**src/rtl/meter_pkg.sv**
```systemverilog
// Shared op codes, source indices and credit limits for the meter scheduler.
// METER_SCHED_MULTIPRESS_EN selects counted (saturating 2-bit) button requests.
package meter_pkg;

  typedef enum logic [2:0] {
    OP_NOP     = 3'd0,
    OP_ADD10   = 3'd1,
    OP_ADD180  = 3'd2,
    OP_ADD200  = 3'd3,
    OP_ADD550  = 3'd4,
    OP_LOAD10  = 3'd5,
    OP_LOAD205 = 3'd6,
    OP_DEC     = 3'd7
  } op_e;

  // Source index doubles as priority: lower index wins.
  localparam int unsigned NUM_SRC     = 7;
  localparam int unsigned SRC_W       = $clog2(NUM_SRC);
  localparam int unsigned SRC_LOAD10  = 0;
  localparam int unsigned SRC_LOAD205 = 1;
  localparam int unsigned SRC_DEC     = 2;
  localparam int unsigned SRC_ADD10   = 3;
  localparam int unsigned SRC_ADD180  = 4;
  localparam int unsigned SRC_ADD200  = 5;
  localparam int unsigned SRC_ADD550  = 6;

  localparam int unsigned CREDIT_W    = 14;
  localparam int unsigned MAX_CREDIT  = 9999;
  localparam int unsigned FLASH_LIMIT = 200;
  localparam int unsigned PEND_W      = 2;

`ifdef METER_SCHED_MULTIPRESS_EN
  localparam bit BTN_MULTI = 1'b1;
`else
  localparam bit BTN_MULTI = 1'b0;
`endif

  function automatic op_e src_to_op(input logic [SRC_W-1:0] src);
    case (src)
      SRC_W'(SRC_LOAD10):  return OP_LOAD10;
      SRC_W'(SRC_LOAD205): return OP_LOAD205;
      SRC_W'(SRC_DEC):     return OP_DEC;
      SRC_W'(SRC_ADD10):   return OP_ADD10;
      SRC_W'(SRC_ADD180):  return OP_ADD180;
      SRC_W'(SRC_ADD200):  return OP_ADD200;
      SRC_W'(SRC_ADD550):  return OP_ADD550;
      default:             return OP_NOP;
    endcase
  endfunction

endpackage

```
**src/rtl/meter_req.sv**
```systemverilog
// Rising-edge detector plus pending request flag (or saturating count when MULTI).
module meter_req
  import meter_pkg::*;
#(
  parameter bit MULTI = 1'b0
) (
  input  logic clk,
  input  logic reset,
  input  logic i_level,
  input  logic i_grant,
  output logic o_pending_c
);

  localparam logic [PEND_W-1:0] PEND_MAX = '1;

  logic              r_prev;
  logic [PEND_W-1:0] r_cnt;
  logic              w_rise;
  logic [PEND_W-1:0] w_base;
  logic [PEND_W-1:0] w_cnt_nxt;

  assign w_rise = i_level & ~r_prev;

  // Grant consumes first; single-flag mode drops a rise while already pending.
  always_comb begin
    w_base = r_cnt;
    if (i_grant && (r_cnt != '0)) w_base = r_cnt - PEND_W'(1);
    w_cnt_nxt = w_base;
    if (MULTI) begin
      if (w_rise && (w_base != PEND_MAX)) w_cnt_nxt = w_base + PEND_W'(1);
    end else begin
      if (w_rise && (r_cnt == '0)) w_cnt_nxt = PEND_W'(1);
    end
  end

  always_ff @(posedge clk) begin
    if (reset) begin
      r_prev <= i_level;
      r_cnt  <= '0;
    end else begin
      r_prev <= i_level;
      r_cnt  <= w_cnt_nxt;
    end
  end

  assign o_pending_c = (r_cnt != '0);

endmodule

```
**src/rtl/meter_sched.sv**
```systemverilog
// Parking-meter operation scheduler: tick generation, request arbitration and display blanking.
// Build option METER_SCHED_MULTIPRESS_EN enables counted button presses.
module meter_sched
  import meter_pkg::*;
#(
  parameter int unsigned DIV = 100000000
) (
  input  logic                clk,
  input  logic                reset,
  input  logic                btn_u,
  input  logic                btn_l,
  input  logic                btn_r,
  input  logic                btn_d,
  input  logic                sw_rst10,
  input  logic                sw_rst205,
  input  logic [CREDIT_W-1:0] credit,
  output logic                op_valid,
  output logic [2:0]          op_code,
  input  logic                op_ready,
  output logic                tick,
  output logic                blank,
  output logic                tick_miss
);

  localparam int unsigned CNT_W = $clog2(DIV);

  typedef enum logic {ST_IDLE, ST_ISSUE} state_e;

  state_e             r_state, w_state_nxt;
  logic               r_op_valid, w_op_valid_nxt;
  op_e                r_op_code, w_op_code_nxt;
  logic [CNT_W-1:0]   r_cnt;
  logic               r_tick;
  logic               r_blank;
  logic               r_tick_miss;
  logic               r_dec_pend;
  logic [NUM_SRC-1:0] w_pend;
  logic [NUM_SRC-1:0] w_grant;
  logic [SRC_W-1:0]   w_sel;
  logic               w_any;
  logic               w_discard;

  // Free-running second counter; tick is high while the count sits at DIV-1.
  always_ff @(posedge clk) begin
    if (reset) begin
      r_cnt  <= '0;
      r_tick <= 1'b0;
    end else begin
      r_cnt  <= (r_cnt == CNT_W'(DIV - 1)) ? '0 : r_cnt + CNT_W'(1);
      r_tick <= (r_cnt == CNT_W'(DIV - 2));
    end
  end

  // DEC request from the tick; a tick that finds DEC still waiting is lost.
  always_ff @(posedge clk) begin
    if (reset) begin
      r_dec_pend  <= 1'b0;
      r_tick_miss <= 1'b0;
    end else if (r_tick) begin
      r_dec_pend <= 1'b1;
      if (r_dec_pend && !w_grant[SRC_DEC]) r_tick_miss <= 1'b1;
    end else if (w_grant[SRC_DEC]) begin
      r_dec_pend <= 1'b0;
    end
  end

  // Low-credit flashing: slow blink below the limit, fast blink at zero.
  always_ff @(posedge clk) begin
    if (reset) begin
      r_blank <= 1'b0;
    end else if (credit >= CREDIT_W'(FLASH_LIMIT)) begin
      r_blank <= 1'b0;
    end else if (credit == '0) begin
      if (r_tick || (r_cnt == CNT_W'(DIV / 2 - 1))) r_blank <= ~r_blank;
    end else if (r_tick) begin
      r_blank <= ~r_blank;
    end
  end

  meter_req #(.MULTI(1'b0)) u_req_load10 (
    .clk(clk), .reset(reset), .i_level(sw_rst10),
    .i_grant(w_grant[SRC_LOAD10]), .o_pending_c(w_pend[SRC_LOAD10]));
  meter_req #(.MULTI(1'b0)) u_req_load205 (
    .clk(clk), .reset(reset), .i_level(sw_rst205),
    .i_grant(w_grant[SRC_LOAD205]), .o_pending_c(w_pend[SRC_LOAD205]));
  meter_req #(.MULTI(BTN_MULTI)) u_req_add10 (
    .clk(clk), .reset(reset), .i_level(btn_u),
    .i_grant(w_grant[SRC_ADD10]), .o_pending_c(w_pend[SRC_ADD10]));
  meter_req #(.MULTI(BTN_MULTI)) u_req_add180 (
    .clk(clk), .reset(reset), .i_level(btn_l),
    .i_grant(w_grant[SRC_ADD180]), .o_pending_c(w_pend[SRC_ADD180]));
  meter_req #(.MULTI(BTN_MULTI)) u_req_add200 (
    .clk(clk), .reset(reset), .i_level(btn_r),
    .i_grant(w_grant[SRC_ADD200]), .o_pending_c(w_pend[SRC_ADD200]));
  meter_req #(.MULTI(BTN_MULTI)) u_req_add550 (
    .clk(clk), .reset(reset), .i_level(btn_d),
    .i_grant(w_grant[SRC_ADD550]), .o_pending_c(w_pend[SRC_ADD550]));

  assign w_pend[SRC_DEC] = r_dec_pend;

  // Fixed priority select and discard of pointless requests.
  always_comb begin
    w_any = |w_pend;
    w_sel = '0;
    for (int i = NUM_SRC - 1; i >= 0; i--) begin
      if (w_pend[i]) w_sel = SRC_W'(i);
    end
    w_discard = ((w_sel == SRC_W'(SRC_DEC)) && (credit == '0)) ||
                ((w_sel >= SRC_W'(SRC_ADD10)) && (credit == CREDIT_W'(MAX_CREDIT)));
  end

  always_ff @(posedge clk) begin
    if (reset) begin
      r_state    <= ST_IDLE;
      r_op_valid <= 1'b0;
      r_op_code  <= OP_NOP;
    end else begin
      r_state    <= w_state_nxt;
      r_op_valid <= w_op_valid_nxt;
      r_op_code  <= w_op_code_nxt;
    end
  end

  always_comb begin
    w_state_nxt    = r_state;
    w_op_valid_nxt = r_op_valid;
    w_op_code_nxt  = r_op_code;
    w_grant        = '0;
    case (r_state)
      ST_IDLE: begin
        w_op_valid_nxt = 1'b0;
        w_op_code_nxt  = OP_NOP;
        if (w_any) begin
          w_grant = NUM_SRC'(1) << w_sel;
          if (!w_discard) begin
            w_op_valid_nxt = 1'b1;
            w_op_code_nxt  = src_to_op(w_sel);
            w_state_nxt    = ST_ISSUE;
          end
        end
      end
      ST_ISSUE: begin
        if (op_ready) begin
          w_op_valid_nxt = 1'b0;
          w_op_code_nxt  = OP_NOP;
          w_state_nxt    = ST_IDLE;
        end
      end
      default: w_state_nxt = ST_IDLE;
    endcase
  end

  assign op_valid  = r_op_valid;
  assign op_code   = r_op_code;
  assign tick      = r_tick;
  assign blank     = r_blank;
  assign tick_miss = r_tick_miss;

endmodule

```
**config.mk**
```make
export PLATFORM = sky130hd
export DESIGN_NAME = meter_sched
export DESIGN_NICKNAME = d
export VERILOG_FILES = /design/src/rtl/meter_pkg.sv /design/src/rtl/meter_req.sv /design/src/rtl/meter_sched.sv
export SDC_FILE = /design/constraint.sdc
export NUM_CORES = 1
export LEC_CHECK = 0
export ABC_AREA = 1
export CORE_MARGIN = 8
export CORE_UTILIZATION = 60
export DETAILED_ROUTE_END_ITERATION = 10
export DONT_BUFFER_PORTS = 1
export PLACE_DENSITY = 0.72
export SLEW_MARGIN = 0
export SYNTH_ARGS = -nofsm -noshare
export SYNTH_HDL_FRONTEND = slang
export SYNTH_SLANG_ARGS = --single-unit
```
**constraint.sdc**
```tcl
create_clock -name clk -period 2.56 [get_ports clk]
set_input_delay 0.384 -clock clk [delete_from_list [all_inputs] [get_ports clk]]
set_output_delay 0.384 -clock clk [all_outputs]
set_load 0.05 [all_outputs]
```
==> impl_results.md, run 1 <==
- Total of max-cap violations: 0
- Final WS setup: 0.680 ns
- DR vias: 2860
- Leak: 1.36 nW
- CTS tree: yes
- Tmin final: 1.88 ns
- Clock root buffer: clkbuf_8
- HP Class: in -> reg
- Clock transition at path regs: 0.09 ns
- Least-Margin Pin Slew: 0.553 ns
- Fraction of layout cells with a size suffix above 1: 0.0739
- Latest clock arrival within the worst-skew pair: 0.31 ns
- Initial antenna violation count: 0
- Worst setup path start: r_cnt[0]
- Ant. Diodes: 0
- Power per Cell Area: 775 mW/mm²
- DR iter-0 viols: 255
- FF-to-FF Start: r_cnt[0]
- First-pass GRT wire length: 11.5 mm
- Critical Path Start Type: register
- DRC violations left: 0
- Setup Total Neg Slack: 0 ns
- Initial core utilization: 0.608
- CP Class: reg -> reg
- Residual overflow from global routing: 0
- Syn nets: 489
- Die area: 0.00757 mm²
- Setup crit end kind: register
- Vias/cell: 5.40
- Yosys reg bits: 54
- PortBufs: 0
- Crit-path max FO: 14
- Final setup fails: 0
- Status: finished, final reports clean
- Worst EP arrival: 2.08 ns
- Rows: 26
- Detailed Place HPWL: 5.32 mm
- Max clock buf depth: 2
- Gpl congestion: 0.928
- Syn avg cell area: 6.64 µm²
- Gr usage total: 0.191
- WP data required: 2.76 ns
- Average wire per standard cell: 12.8 µm
- Sequential area share after synthesis: 0.357
- CP max stage cell: dfxtp_1
- Final period util: 0.734
- Layout area overhead: 5.91%
- H-tree levels: 2
- Unrepaired setup endpoints after global routing: false
- Final ANT Viol Nets: 0
- Die Ht: 87.0 µm
- Synthesized area: 0.00303 mm²
- CP cell instances: ha_1, inv_1, nor2_1, nand2_2, inv_2, nand3_1, nand2_1, buf_4, nor3_1
- Max transition margin: 0.631
- CTS resizes: 0
- Core region area: 0.00498 mm²
- Hold path startpoint: btn_l
- Worst slack at placement: 0.689 ns
- YS warnings: 0
- Vias in the first global route: 2609
- Final Slew Violations: 0
- Clock Skew: 0.0113 ns
- Max stage delay on crit path: 0.39 ns
- Final Hold Viols: 0
- Post-CTS Hold Fix Bufs: 0
- TritonCTS Buffers: 5
- Setup Buffers After CTS: 0
- Fmax: 0.532 GHz
- Post-Synthesis Cells: 456
- Final WL: 6.79 mm
- I/O pin count: 30
- Final net count: 492
- TritonCTS sink count: 54
- Count of unique library cells instantiated by Yosys: 37
- DR pass1 iterations: 5
- VDD IR-drop max: 0.000486 V
- Chip width: 87.0 µm
- Largest net degree at the start of global routing: 16
==> routing by layer <==
layer / GRT usage / vias up / part of all wire
met2: 0.288 / 101 / 0.42
li1: - / 1468 / -
met5: 0 / - / 0
met3: 0.0594 / 5 / 0.092
met4: 0.0532 / 0 / 0.0097
met1: 0.253 / 1286 / 0.48
==> worst paths after layout <==
check / slack [ns] / end / depth (start not counted)
max: 0.68 / r_cnt[11] / 9
min: 0.09 / u_req_add180.r_prev / 0
max reg2reg: 0.68 / r_cnt[11] / 9
min reg2reg: 0.44 / u_req_add550.r_cnt[0] / 1
==> sequential cells by signal (all words and copies together) (netlist names), 2 cells and up <==
register	flops
r_cnt	27
op_code	3
u_req_add10.r_cnt	2
u_req_add180.r_cnt	2
u_req_add200.r_cnt	2
u_req_add550.r_cnt	2
u_req_load10.r_cnt	2
u_req_load205.r_cnt	2
==> cell usage in the layout, fill, tap and decap left out, types with 4 or more instances in the layout <==
| cell | instances |
|---|---|
| nand2_1 | 102 |
| nor2_1 | 70 |
| inv_1 | 69 |
| dfxtp_1 | 54 |
| nand3_1 | 34 |
| a21oi_1 | 31 |
| nand4_1 | 12 |
| ha_1 | 10 |
| o21ai_0 | 9 |
| nor4_1 | 7 |
| nor3_1 | 7 |
| clkbuf_8 | 5 |
| nand2_2 | 4 |
| nor2_2 | 4 |
| nor3_2 | 4 |
==> cell families (layout without fill, tap and decap cells) <==
logic type | after synthesis | count (layout) | share of synthesized area
buf+inv | 77 | 81 | 0.0967
simple gates | 262 | 262 | 0.406
fa+ha+maj | 10 | 10 | 0.0413
xor+xnor | 4 | 4 | 0.0116
flops | 54 | 54 | 0.357
compound gates | 49 | 49 | 0.0876
==> cell type report <==
type                            count  area (µm²)
Fill cell                         466        1770
Multi-Input combinational cell    325        1650
Sequential cell                    54        1080
Inverter                           72         270
Tap cell                           70        87.6
Clock buffer                        7        76.3
Clock inverter                      1        30.0
Timing Repair Buffer                1        7.51
==> synth_stat cells (all sizes together) <==
cell type,n,area (µm²)
nor3,11,75.1
nand4,12,75.1
or2,3,18.8
clkbuf,2,7.51
and3,1,6.26
nand3b,2,18.8
xor2,3,26.3
o211ai,2,15.0
xnor2,1,8.76
inv,72,270
a31oi,1,6.26
ha,10,125
o21a,3,22.5
buf,3,15.0
a211oi,1,7.51
nand3,37,200
a21oi,32,164
o21ai,10,50.0
nor4,8,65.1
nor2,77,322
and2,2,12.5
nand2,107,419
dfxtp,54,1080
nor3b,2,15.0
==> metrics by stage <==
| stage | util | total power [mW] | area [µm²] | cells | hold slack (ns) |
|---|---|---|---|---|---|
| floorplan | - | 1.75 | 3030 | 456 | 0.407 |
| finish | 0.644 | 2.49 | 3210 | 530 | 0.0936 |
| global route | 0.644 | 2.67 | 3210 | 530 | 0.0749 |
| global placement | 0.623 | 1.90 | 3100 | 522 | 0.412 |
| CTS | 0.644 | 2.49 | 3210 | 530 | 0.0865 |
| detailed placement | 0.623 | 1.93 | 3100 | 522 | 0.412 |
==> worst max-delay path, delay by kind of cell, from the launching register on <==
kind	cells	cell delay (ns)
adder cells (fa/ha/maj)	1	0.22
flip-flops	1	0.39
buffers and inverters	3	0.44
AND/OR/NAND/NOR	5	0.72
==> power by group <==
group / internal (mW) / total (mW) / leakage [nW] / switching, mW
logic: 0.284 / 0.853 / 0.865 / 0.569
clock network: 0.293 / 0.568 / 0.0524 / 0.275
registers: 0.932 / 1.06 / 0.441 / 0.132
total: 1.51 / 2.49 / 1.36 / 0.976
Power figures use the tool's default switching activity.
==> run 2: changes to the inputs <==
--- a/config.mk
+++ b/config.mk
@@ -7,10 +7,10 @@
 export LEC_CHECK = 0
 export ABC_AREA = 1
 export CORE_MARGIN = 8
-export CORE_UTILIZATION = 60
+export CORE_UTILIZATION = 57
 export DETAILED_ROUTE_END_ITERATION = 10
 export DONT_BUFFER_PORTS = 1
-export PLACE_DENSITY = 0.72
+export PLACE_DENSITY = 0.71
 export SLEW_MARGIN = 0
 export SYNTH_ARGS = -nofsm -noshare
 export SYNTH_HDL_FRONTEND = slang
==> constraint.sdc (replaced) <==
create_clock -name clk -period 1.65 [get_ports clk]
set_input_delay 0.2475 -clock clk [delete_from_list [all_inputs] [get_ports clk]]
set_output_delay 0.2475 -clock clk [all_outputs]
set_load 0.05 [all_outputs]
==> run 2 against run 1 <==
Effect of this change: the run now ends with hold timing, setup timing left; first-iteration DRC count grew 7.5%; maximum frequency grew 13%; core utilization grew 10 points; critical path depth grew 3; largest cell class unchanged; non-clock buffer count grew 44; count of clock-buffer cells in the layout shrank 1; largest power group is now combinational cells; routed wire length grew 19%; cell area grew 19%; sequential power grew 55%; sequential share of layout area shrank 5.0 points; setup slack lost 0.70 ns.
==> impl_results.md, run 2 (synthesized netlist as in run 1, its figures left out) <==
- PortBufs: 0 (unchanged)
- Gpl congestion: 0.924 (-0.47%)
- Vias in the first global route: 2788 (+6.9%)
- Ant. Diodes: 0 (unchanged)
- TritonCTS Buffers: 5 (unchanged)
- Core region area: 0.00511 mm² (+2.6%)
- Final setup fails: 1 (+1)
- Reg with most FFs: r_cnt
- Critical Path Start Type: register
- Largest register FFs: 27 (unchanged)
- GR Util met2: 0.293 (+0.00513)
- DR vias: 3161 (+11%)
- Vias/cell: 5.51 (+2.1%)
- DR pass1 iterations: 5 (unchanged)
- Initial antenna violation count: 0 (unchanged)
- Final Slew Violations: 0 (unchanged)
- Failing checks: hold timing, setup timing
- Initial core utilization: 0.593 (-0.0155)
- Final Hold Viols: 6 (+6)
- Chip width: 88.9 µm (+2.1%)
- CTS tree: yes
- Max transition margin: 0.626 (-0.00442)
- Gr usage total: 0.199 (+0.00826)
- First-pass GRT wire length: 12.4 mm (+7.3%)
- DR iter-0 viols: 274 (+7.5%)
- Final period util: 1.01 (+0.278)
- Post-CTS Hold Fix Bufs: 6 (+6)
- Setup Total Neg Slack: -0.0210 ns (-0.0210 ns)
- Least-Margin Pin Slew: 0.560 ns (+0.00662 ns)
- Leak: 1.61 nW (+19%)
- Clock root buffer: clkbuf_8
- Met3 Use GR: 0.0492 (-0.0102)
- Layout area overhead: 25.9%
- TritonCTS sink count: 54 (unchanged)
- DRC violations left: 0 (unchanged)
- Fraction of layout cells with a size suffix above 1: 0.254 (+0.180)
- H-tree levels: 2 (unchanged)
- Crit-path max FO: 5 (-9)
- Most common cell after layout, fill and taps aside: nand2_1
- Tmin final: 1.67 ns (-0.209 ns)
- Final net count: 536 (+8.9%)
- Detailed Place HPWL: 5.64 mm (+6.1%)
- Status: finished with violations
- Worst EP arrival: 1.88 ns (-0.20 ns)
- Final WS setup: -0.0210 ns (-0.701 ns)
- WP data required: 1.86 ns (-0.90 ns)
- Largest net degree at the start of global routing: 17 (+1)
- Power per Cell Area: 1270 mW/mm² (+63%)
- Clock Skew: 0.00718 ns (-0.00413 ns)
- Total of max-cap violations: 0 (unchanged)
- Latest clock arrival within the worst-skew pair: 0.31 ns (about the same)
- Final WL: 8.08 mm (+19%)
- Clock transition at path regs: 0.10 ns (about the same)
- Die area: 0.00790 mm² (+4.3%)
- Rows: 26 (unchanged)
- Setup crit end kind: register
- CP Class: reg -> reg
- VDD IR-drop max: 0.000950 V (+96%)
- Unrepaired setup endpoints after global routing: true
- Most frequent cells in the layout: nand2_1 (96), nor2_1 (61), inv_1 (55)
- Max clock buf depth: 2 (unchanged)
- Fmax: 0.598 GHz (+13%)
- Tot Pwr: 4.82 mW (+94%)
- Met1 GRT Util: 0.274 (+0.0207)
- HP Class: in -> reg
- Final ANT Viol Nets: 0 (unchanged)
- Filler instances: 412 (-12%)
- Grt peak-use layer: met2
- Worst hold slack: -0.0121 ns (-0.106 ns)
- I/O pin count: 30 (unchanged)
- Average wire per standard cell: 14.1 µm (+9.8%)
- Worst slack at placement: -0.0626 ns (-0.751 ns)
- Die Ht: 88.9 µm (+2.1%)
- Residual overflow from global routing: 0 (unchanged)
-- run 2: changes by cell type in the layout (fill, tap and decap cells not counted), sizes merged --
cell         previous run  this run
buf                     1        39
dlygate4sd3             0         6
clkbuf                  7         6
clkinvlp                0         1
-- run 2: area by class of cell --
cell class / instances / area, µm² / area share
clock buffers: 6 / 72.6 / 0.0190
clock inverters: 2 / 37.5 / 0.00985
inverters: 72 / 275 / 0.0722
flip-flops and latches: 54 / 1090 / 0.287
repair buffers: 45 / 357 / 0.0936
well taps: 70 / 87.6 / 0.0230
multi-input cells: 325 / 1890 / 0.495
-- run 2: worst max-delay path: stages (launching register included) --
cell and delay [ns]:
dfxtp_2 0.35, inv_1 0.06, ha_4 0.18, inv_1 0.06
nand2_2 0.08, nand2_1 0.07, nand2_1 0.07, a21oi_2 0.20
nand3_1 0.14, nor2_1 0.15, nor2_1 0.08, nor2_1 0.09
nor2_1 0.04
-- run 2: final timing paths --
path | from | endpoint | slack, ns | cells past startpoint
max | u_req_add200.r_cnt[1] | u_req_load205.r_cnt[0] | -0.02 | 12
max reg2reg | u_req_add200.r_cnt[1] | u_req_load205.r_cnt[0] | -0.02 | 12
min | reset | op_code[1] | -0.01 | 1
min reg2reg | u_req_add550.r_cnt[0] | u_req_add550.r_cnt[0] | 0.45 | 1
-- run 2: per-stage QoR --
stage | util | area, µm² | instances
finish | 0.746 | 3810 | 574
global placement | 0.644 | 3290 | 547
detailed placement | 0.644 | 3290 | 547
global route | 0.746 | 3810 | 574
CTS | 0.682 | 3480 | 561
floorplan | - | 3030 | 456
-- run 2: repair_timing --
item,in CTS,in global routing
pin swaps,2,24
setup buffers,0,13
hold endpoints to repair,13,7
endpoints found under the setup margin,9,42
cloned,0,0
resized for setup,6,72
-- run 2: where the power goes --
part,internal (mW),switching [mW]
Sequential,1.45,0.194
Combinational,0.910,1.37
Clock,0.453,0.441
-- run 2: per-layer routing --
metal  vias to the layer above  part of all wire
met5                         -                 0
met4                         0             0.021
met3                        21             0.080
met2                       122              0.44
met1                      1463              0.46
li1                       1555                 -
